<file path="src/rtl/mem_byte_access_unit.sv">
// Memory-stage load/store responder: serializes byte/half/word accesses onto a
// byte-wide memory port (big-endian) and returns sign/zero-extended load data.
module mem_byte_access_unit #(
    parameter int ADDR_W = 32
) (
    input  logic              clk,
    input  logic              rst_n,
    input  logic              req_valid,
    input  logic              req_write,
    input  logic [2:0]        req_op,
    input  logic              req_unsigned,
    input  logic [ADDR_W-1:0] req_addr,
    input  logic [31:0]       req_wdata,
    output logic              busy,
    output logic              done,
    output logic              misalign,
    output logic [31:0]       rdata,
    output logic              mem_en,
    output logic              mem_we,
    output logic [ADDR_W-1:0] mem_addr,
    output logic [7:0]        mem_wdata,
    input  logic [7:0]        mem_rdata,
    input  logic              mem_ready
);

    typedef enum logic [1:0] {IDLE, XFER, DONE} state_t;

    state_t              state_q, state_d;
    logic                write_q, write_d;
    logic                uns_q, uns_d;
    logic                reject_q, reject_d;
    logic [1:0]          last_q, last_d;
    logic [1:0]          k_q, k_d;
    logic [31:0]         wdata_q, wdata_d;
    logic [23:0]         asm_q, asm_d;
    logic [31:0]         rdata_q, rdata_d;
    logic                mem_en_q, mem_en_d;
    logic                mem_we_q, mem_we_d;
    logic [ADDR_W-1:0]   mem_addr_q, mem_addr_d;
    logic [7:0]          mem_wdata_q, mem_wdata_d;

    logic                req_ok;
    logic [1:0]          req_last;
    logic [1:0]          k_next;

    function automatic logic [7:0] pick_byte(input logic [31:0] w, input logic [1:0] idx);
        case (idx)
            2'd0:    pick_byte = w[7:0];
            2'd1:    pick_byte = w[15:8];
            2'd2:    pick_byte = w[23:16];
            default: pick_byte = w[31:24];
        endcase
    endfunction

    // last is N-1: 0 = byte, 1 = halfword, 3 = word
    function automatic logic [31:0] extend(input logic [31:0] raw, input logic [1:0] last,
                                           input logic uns);
        case (last)
            2'd0:    extend = uns ? {24'd0, raw[7:0]}  : {{24{raw[7]}}, raw[7:0]};
            2'd1:    extend = uns ? {16'd0, raw[15:0]} : {{16{raw[15]}}, raw[15:0]};
            default: extend = raw;
        endcase
    endfunction

    always_comb begin
        req_ok   = 1'b0;
        req_last = 2'd0;
        case (req_op)
            3'b001: begin req_ok = 1'b1;                   req_last = 2'd0; end
            3'b010: begin req_ok = ~req_addr[0];           req_last = 2'd1; end
            3'b100: begin req_ok = (req_addr[1:0] == 2'b00); req_last = 2'd3; end
            default: begin req_ok = 1'b0;                  req_last = 2'd0; end
        endcase
    end

    always_comb begin
        state_d     = state_q;
        write_d     = write_q;
        uns_d       = uns_q;
        reject_d    = reject_q;
        last_d      = last_q;
        k_d         = k_q;
        wdata_d     = wdata_q;
        asm_d       = asm_q;
        rdata_d     = rdata_q;
        mem_en_d    = mem_en_q;
        mem_we_d    = mem_we_q;
        mem_addr_d  = mem_addr_q;
        mem_wdata_d = mem_wdata_q;
        k_next      = k_q + 2'd1;

        case (state_q)
            IDLE: begin
                if (req_valid) begin
                    write_d  = req_write;
                    uns_d    = req_unsigned;
                    wdata_d  = req_wdata;
                    last_d   = req_last;
                    k_d      = 2'd0;
                    asm_d    = 24'd0;
                    reject_d = ~req_ok;
                    if (req_ok) begin
                        state_d     = XFER;
                        mem_en_d    = 1'b1;
                        mem_we_d    = req_write;
                        mem_addr_d  = req_addr;
                        mem_wdata_d = pick_byte(req_wdata, req_last);
                    end else begin
                        state_d = DONE;
                    end
                end
            end
            XFER: begin
                if (mem_ready) begin
                    asm_d = {asm_q[15:0], mem_rdata};
                    if (k_q == last_q) begin
                        state_d  = DONE;
                        mem_en_d = 1'b0;
                        mem_we_d = 1'b0;
                        if (!write_q)
                            rdata_d = extend({asm_q, mem_rdata}, last_q, uns_q);
                    end else begin
                        // Bytes go out most-significant first.
                        k_d         = k_next;
                        mem_addr_d  = mem_addr_q + ADDR_W'(1);
                        mem_wdata_d = pick_byte(wdata_q, last_q - k_next);
                    end
                end
            end
            default: begin
                state_d = IDLE;
            end
        endcase
    end

    always_ff @(posedge clk or negedge rst_n) begin
        if (!rst_n) begin
            state_q     <= IDLE;
            write_q     <= 1'b0;
            uns_q       <= 1'b0;
            reject_q    <= 1'b0;
            last_q      <= 2'd0;
            k_q         <= 2'd0;
            wdata_q     <= 32'd0;
            asm_q       <= 24'd0;
            rdata_q     <= 32'd0;
            mem_en_q    <= 1'b0;
            mem_we_q    <= 1'b0;
            mem_addr_q  <= '0;
            mem_wdata_q <= 8'd0;
        end else begin
            state_q     <= state_d;
            write_q     <= write_d;
            uns_q       <= uns_d;
            reject_q    <= reject_d;
            last_q      <= last_d;
            k_q         <= k_d;
            wdata_q     <= wdata_d;
            asm_q       <= asm_d;
            rdata_q     <= rdata_d;
            mem_en_q    <= mem_en_d;
            mem_we_q    <= mem_we_d;
            mem_addr_q  <= mem_addr_d;
            mem_wdata_q <= mem_wdata_d;
        end
    end

    assign busy      = (state_q != IDLE);
    assign done      = (state_q == DONE);
    assign misalign  = (state_q == DONE) && reject_q;
    assign rdata     = rdata_q;
    assign mem_en    = mem_en_q;
    assign mem_we    = mem_we_q;
    assign mem_addr  = mem_addr_q;
    assign mem_wdata = mem_wdata_q;

endmodule

</file>
<file path="config.mk">
export PLATFORM = sky130hd
export DESIGN_NAME = mem_byte_access_unit
export DESIGN_NICKNAME = d
export VERILOG_FILES = /design/src/rtl/mem_byte_access_unit.sv
export SDC_FILE = /design/constraint.sdc
export NUM_CORES = 1
export LEC_CHECK = 0
export CORE_ASPECT_RATIO = 1.4
export CORE_UTILIZATION = 56
export CTS_BUF_LIST = sky130_fd_sc_hd__clkbuf_8
export CTS_CLUSTER_SIZE = 12
export DETAILED_ROUTE_END_ITERATION = 8
export PLACE_DENSITY = 0.94
export SLEW_MARGIN = 30
export SYNTH_ARGS = -nofsm -noshare
export SYNTH_HDL_FRONTEND = slang
export SYNTH_SLANG_ARGS = --single-unit
</file>
<file path="constraint.sdc">
create_clock -name clk -period 5.4 [get_ports clk]
set_input_delay 0.54 -clock clk [delete_from_list [all_inputs] [get_ports clk]]
set_output_delay 0.54 -clock clk [all_outputs]
set_load 0.01 [all_outputs]
</file>
==> results summary <==
The path class of the tightest hold or removal check is input port to asynchronous set/reset pin. Yosys attributes the largest share of cell area to sky130_fd_sc_hd__dfrtp_1, sky130_fd_sc_hd__nand2_1, sky130_fd_sc_hd__a21oi_1. Entering global routing, the biggest net connects 87 pins. The horizontal extent of the die came out at 95.8 um.

The flop-to-flop setup slack came out at 2.17 ns. In the routed layout, each cell is associated on average with a via count of 6.43. The DRC violation total after the first TritonRoute iteration is 691. The number of buffers inserted by port buffering came out at 157. IR analysis of the VDD net gives a maximum drop of 283 uV.

The number of nets at the end of the flow is 940. The share of synthesized area in the top cell type comes to 50.4%. The capturing element of the worst setup path is mem_addr[30]$_DFFE_PN0P_. The highest-delay cell along the critical path is sky130_fd_sc_hd__a21o_1.

The initial utilization of the core area, before any placement, comes to 57.8%. The detail route stage leaves a number of antenna-violating nets equal to 0. Post-CTS repair changed the size of 0 cells.

The post-synthesis net count came out at 810. The core footprint came out at 0.0119 mm2. The worst setup path is captured at a flip-flop. TritonCTS built the clock tree. Along the worst path, the maximum fanout reaches 29.

The standard-cell row count came out at 47. The initial antenna violation count came out at 0. The maximum clock skew at final layout came out at 0.0145 ns. The worst path arrival time is 3.57 ns.

The hold buffer count at cts is 0. The flip-flop and latch count after synthesis came out at 139. Summing every instance area after synthesis gives 0.00690 mm2. The number of antenna diodes in the final layout is 0. The startpoint identified for the worst register-to-register timing path is last_q[0]$_DFFE_PN0P_.

Pin placement for this block handled 158 I/O pins. Static timing analysis puts the maximum clock frequency at 309 MHz. The clock passes through at most 2 buffers. The largest total area in the synthesized netlist belongs to sky130_fd_sc_hd__dfrtp_1.

The total via count after detailed routing is 6535. The final global-route overflow total is 0. The count of flip-flops with a built-in enable after synthesis is 0. The TritonCTS sink count is 139.

The share of post-route cells with drive strength above 1 came out at 9.44%. The critical path is of the flip-flop to flip-flop type. The number of levels in the clock H-tree came out at 4. The Yosys warning count came out at 0. The sort of element at the start of the critical path is a flip-flop. The fraction of synthesized area in multiplexers is 4.93%.

The number of hold violations in the final report came to 0. The post-synthesis adder-cell area fraction came out at 0.363%. The overall routed net length came out at 19.2 mm. The dominant combinational cell family by area after synthesis is compound AO/OA/AOI/OAI gates.

After Yosys synthesis, and, or, nand and nor cells account for 17.2% of the synthesized area. After legalization and detailed placement, the total HPWL measured 12.7 mm. After synthesis, the netlist uses 59 different library cells. The count of pins over their slew limit is 0.

Traced cell by cell, the critical path runs through inv_1 > ha_1 > nor2_1 > a21o_1 > nor2_4 > o221a_2. The final period demand of the worst path came out at 3.23 ns. The run finished with clean final reports. Counting flops with an async set or reset pin after synthesis yields a share of 100%. The data required time at the worst endpoint came out at 5.73 ns. For this run, the leading register cell type out of synthesis is sky130_fd_sc_hd__dfrtp_1. Global routing used 32.0% of the available tracks.

Setup violations remaining at the end of the flow were counted as 0. The TritonCTS buffer count is 17. At the end of routability-driven placement, the weighted congestion stood at 0.844.

The synthesized netlist devotes 22.1% of its cell area to compound gates. The worst-case headroom to the max-slew limit came out at 36.0%. The final routed wire length divided by cell count came out at 18.9 um.

The gate count after technology mapping is 727. The via count of the first global-routing pass came to 6322. Dividing the final minimum period by the clock period gives 59.9%. The floorplan step set the die height to 133 um. The worst stage delay on the critical path came out at 0.79 ns. The average cell area after synthesis came out at 9.49 um2. Max-cap violations in this run came to 0.

The final core utilization is 75.2%. The detailed-routing iteration count for the pre-antenna-repair pass is 6. In the routed design, unresolved DRC markers number 0. At the pin with the least slew margin, the transition time is 0.956 ns. The setup TNS is 0 ns. The total die area came out at 0.0128 mm2. The wire length of the first global-routing pass came out at 31.3 mm. The count of cells along the worst register-to-register path came out at 6.

Summing the sequential cell areas from Yosys gives 50.4% of the chip area. The area growth from synthesis to layout is 30.1%. The total power divided by cell area is 526 mW/mm2. The insertion delay of the later-clocked pin in the worst-skew pair came out at 0.44 ns. In this run the worst setup path begins at last_q[0]$_DFFE_PN0P_.

In this run the critical register-to-register path is captured at mem_addr[30]$_DFFE_PN0P_. Setup repair after global routing left no endpoint under its margin. Post-CTS timing repair inserted 0 buffers for setup. In this run the static leakage power is 3.83 nW.

The clock slew at the register clock pins of the worst setup and hold paths is 0.08 ns. The fraction of synthesized cell area in xor and xnor cells came out at 0.635%. The tree is rooted in a sky130_fd_sc_hd__clkbuf_8.
## sequential cells by signal (all words and copies together), names as in the netlist
signal,count
asm_q,24
k_q,2
last_q,2
mem_addr,32
mem_en,1
mem_wdata,8
mem_we,1
rdata,32
reject_q,1
state_q,2
uns_q,1
wdata_q,32
write_q,1
## cell families (layout without fill, tap and decap cells)
kind of cell | Yosys count | in the layout
adders and majority gates | 2 | 2
DFF | 139 | 139
xor gates and xnor gates | 5 | 5
muxes | 23 | 23
and+or+nand+nor | 265 | 265
buffers and inverters | 68 | 210
AOI/OAI and AO/OA | 225 | 225
## area by class of cell
| cell class | count | area (um2) |
|---|---|---|
| Tap cell | 147 | 184 |
| Sequential cell | 139 | 3480 |
| Inverter | 12 | 45.0 |
| Fill cell | 777 | 2960 |
| Clock buffer | 20 | 275 |
| Timing Repair Buffer | 167 | 1650 |
| Multi-Input combinational cell | 520 | 3180 |
| Clock inverter | 11 | 168 |
## worst max-delay path, delay by kind of cell, from the launching register on
family / cells / cell delay (ns)
AOI/OAI and AO/OA: 2 / 1.16
and+or+nand+nor: 2 / 0.71
adders and majority gates: 1 / 0.60
DFF: 1 / 0.53
buffers and inverters: 1 / 0.13
## placed cells by master, fill, tap and decap left out, drive strengths merged, types with 3 or more instances in the layout
| cell | instances |
|---|---|
| nor2b | 3 |
| or2 | 3 |
| and3 | 3 |
| o22ai | 13 |
| nor2 | 55 |
| mux4 | 8 |
| a211oi | 12 |
| clkbuf | 20 |
| a221oi | 7 |
| nand2 | 128 |
| a22o | 24 |
| o221a | 7 |
| a21oi | 59 |
| o31ai | 12 |
| mux2 | 8 |
| nor3 | 19 |
| nor4 | 4 |
| a41oi | 3 |
| and2 | 6 |
| nand4 | 14 |
| dfrtp | 139 |
| inv | 14 |
| o21ai | 35 |
| buf | 11 |
| nand2b | 4 |
| bufinv | 4 |
| mux2i | 7 |
| a22oi | 8 |
| nand3 | 18 |
| clkinvlp | 4 |
| xor2 | 3 |
| clkdlybuf4s50 | 156 |
| a2bb2oi | 13 |
| a31oi | 17 |
## metal layers
metal	vias to the layer above	track usage (%)	share of wire, %
met3	94	5.59	6.8
met5	-	0	0
met2	380	50.0	50
li1	2928	-	-
met4	0	18.2	5.5
met1	3133	41.7	38
## worst min-delay path by stage
stage | from | endpoint | slack, ns | cells after the start
finish | rst_n | rdata[1]$_DFFE_PN0P_ | 0.14 | 1
global route | rst_n | asm_q[1]$_DFFE_PN0P_ | 0.22 | 1
CTS | rst_n | rdata[10]$_DFFE_PN0P_ | 0.18 | 1
detailed placement | wdata_q[31]$_DFFE_PN0P_ | wdata_q[31]$_DFFE_PN0P_ | 0.46 | 2
global placement | wdata_q[25]$_DFFE_PN0P_ | wdata_q[25]$_DFFE_PN0P_ | 0.45 | 2
floorplan | rst_n | asm_q[0]$_DFFE_PN0P_ | 0.24 | 0
## cells in the mapped netlist (2+ instances only)
cell type	count
sky130_fd_sc_hd__or4_1	2
sky130_fd_sc_hd__a2bb2oi_1	13
sky130_fd_sc_hd__dfrtp_1	139
sky130_fd_sc_hd__nand2b_1	4
sky130_fd_sc_hd__ha_1	2
sky130_fd_sc_hd__xnor2_1	2
sky130_fd_sc_hd__o21a_1	2
sky130_fd_sc_hd__and2_1	6
sky130_fd_sc_hd__o211a_1	2
sky130_fd_sc_hd__or2_2	3
sky130_fd_sc_hd__nand4_1	14
sky130_fd_sc_hd__mux4_2	8
sky130_fd_sc_hd__inv_1	12
sky130_fd_sc_hd__nand3_1	18
sky130_fd_sc_hd__buf_1	4
sky130_fd_sc_hd__mux2i_1	7
sky130_fd_sc_hd__nor2_1	54
sky130_fd_sc_hd__and3_1	3
sky130_fd_sc_hd__a22o_1	24
sky130_fd_sc_hd__a31oi_1	17
sky130_fd_sc_hd__nor4_1	3
sky130_fd_sc_hd__a22oi_1	8
sky130_fd_sc_hd__o22a_1	2
sky130_fd_sc_hd__o21ai_0	34
sky130_fd_sc_hd__a41oi_1	3
sky130_fd_sc_hd__a221oi_1	7
sky130_fd_sc_hd__nand2_1	127
sky130_fd_sc_hd__or3_1	2
sky130_fd_sc_hd__clkbuf_1	42
sky130_fd_sc_hd__buf_6	4
sky130_fd_sc_hd__buf_2	5
sky130_fd_sc_hd__o22ai_1	13
sky130_fd_sc_hd__a21oi_1	58
sky130_fd_sc_hd__o31ai_1	12
sky130_fd_sc_hd__nor3_1	19
sky130_fd_sc_hd__nor2b_1	3
sky130_fd_sc_hd__xor2_1	3
sky130_fd_sc_hd__a211oi_1	12
sky130_fd_sc_hd__o221a_2	7
sky130_fd_sc_hd__mux2_2	8
## where the power goes
group	internal, mW	switching, mW	total, mW
Combinational	1.02	0.966	1.99
Clock	0.537	0.398	0.934
Sequential	1.42	0.376	1.80
Total	2.99	1.74	4.72
## per-stage QoR
| stage | std cells | area [um2] | power, mW | hold WS [ns] | setup WS [ns] |
|---|---|---|---|---|---|
| 3_5_place_dp | 985 | 8510 | 3.76 | 0.460 | 1.81 |
| 3_3_place_gp | 985 | 8500 | 3.68 | 0.452 | 1.89 |
| 2_1_floorplan | 727 | 6900 | 2.81 | 0.244 | 2.96 |
| 4_1_cts | 1016 | 8950 | 4.71 | 0.177 | 2.24 |
| 5_1_grt | 1016 | 8970 | 4.99 | 0.216 | 1.99 |
| 6_report | 1016 | 8970 | 4.72 | 0.145 | 2.17 |
No activity file was read; power rests on OpenSTA's default activity.
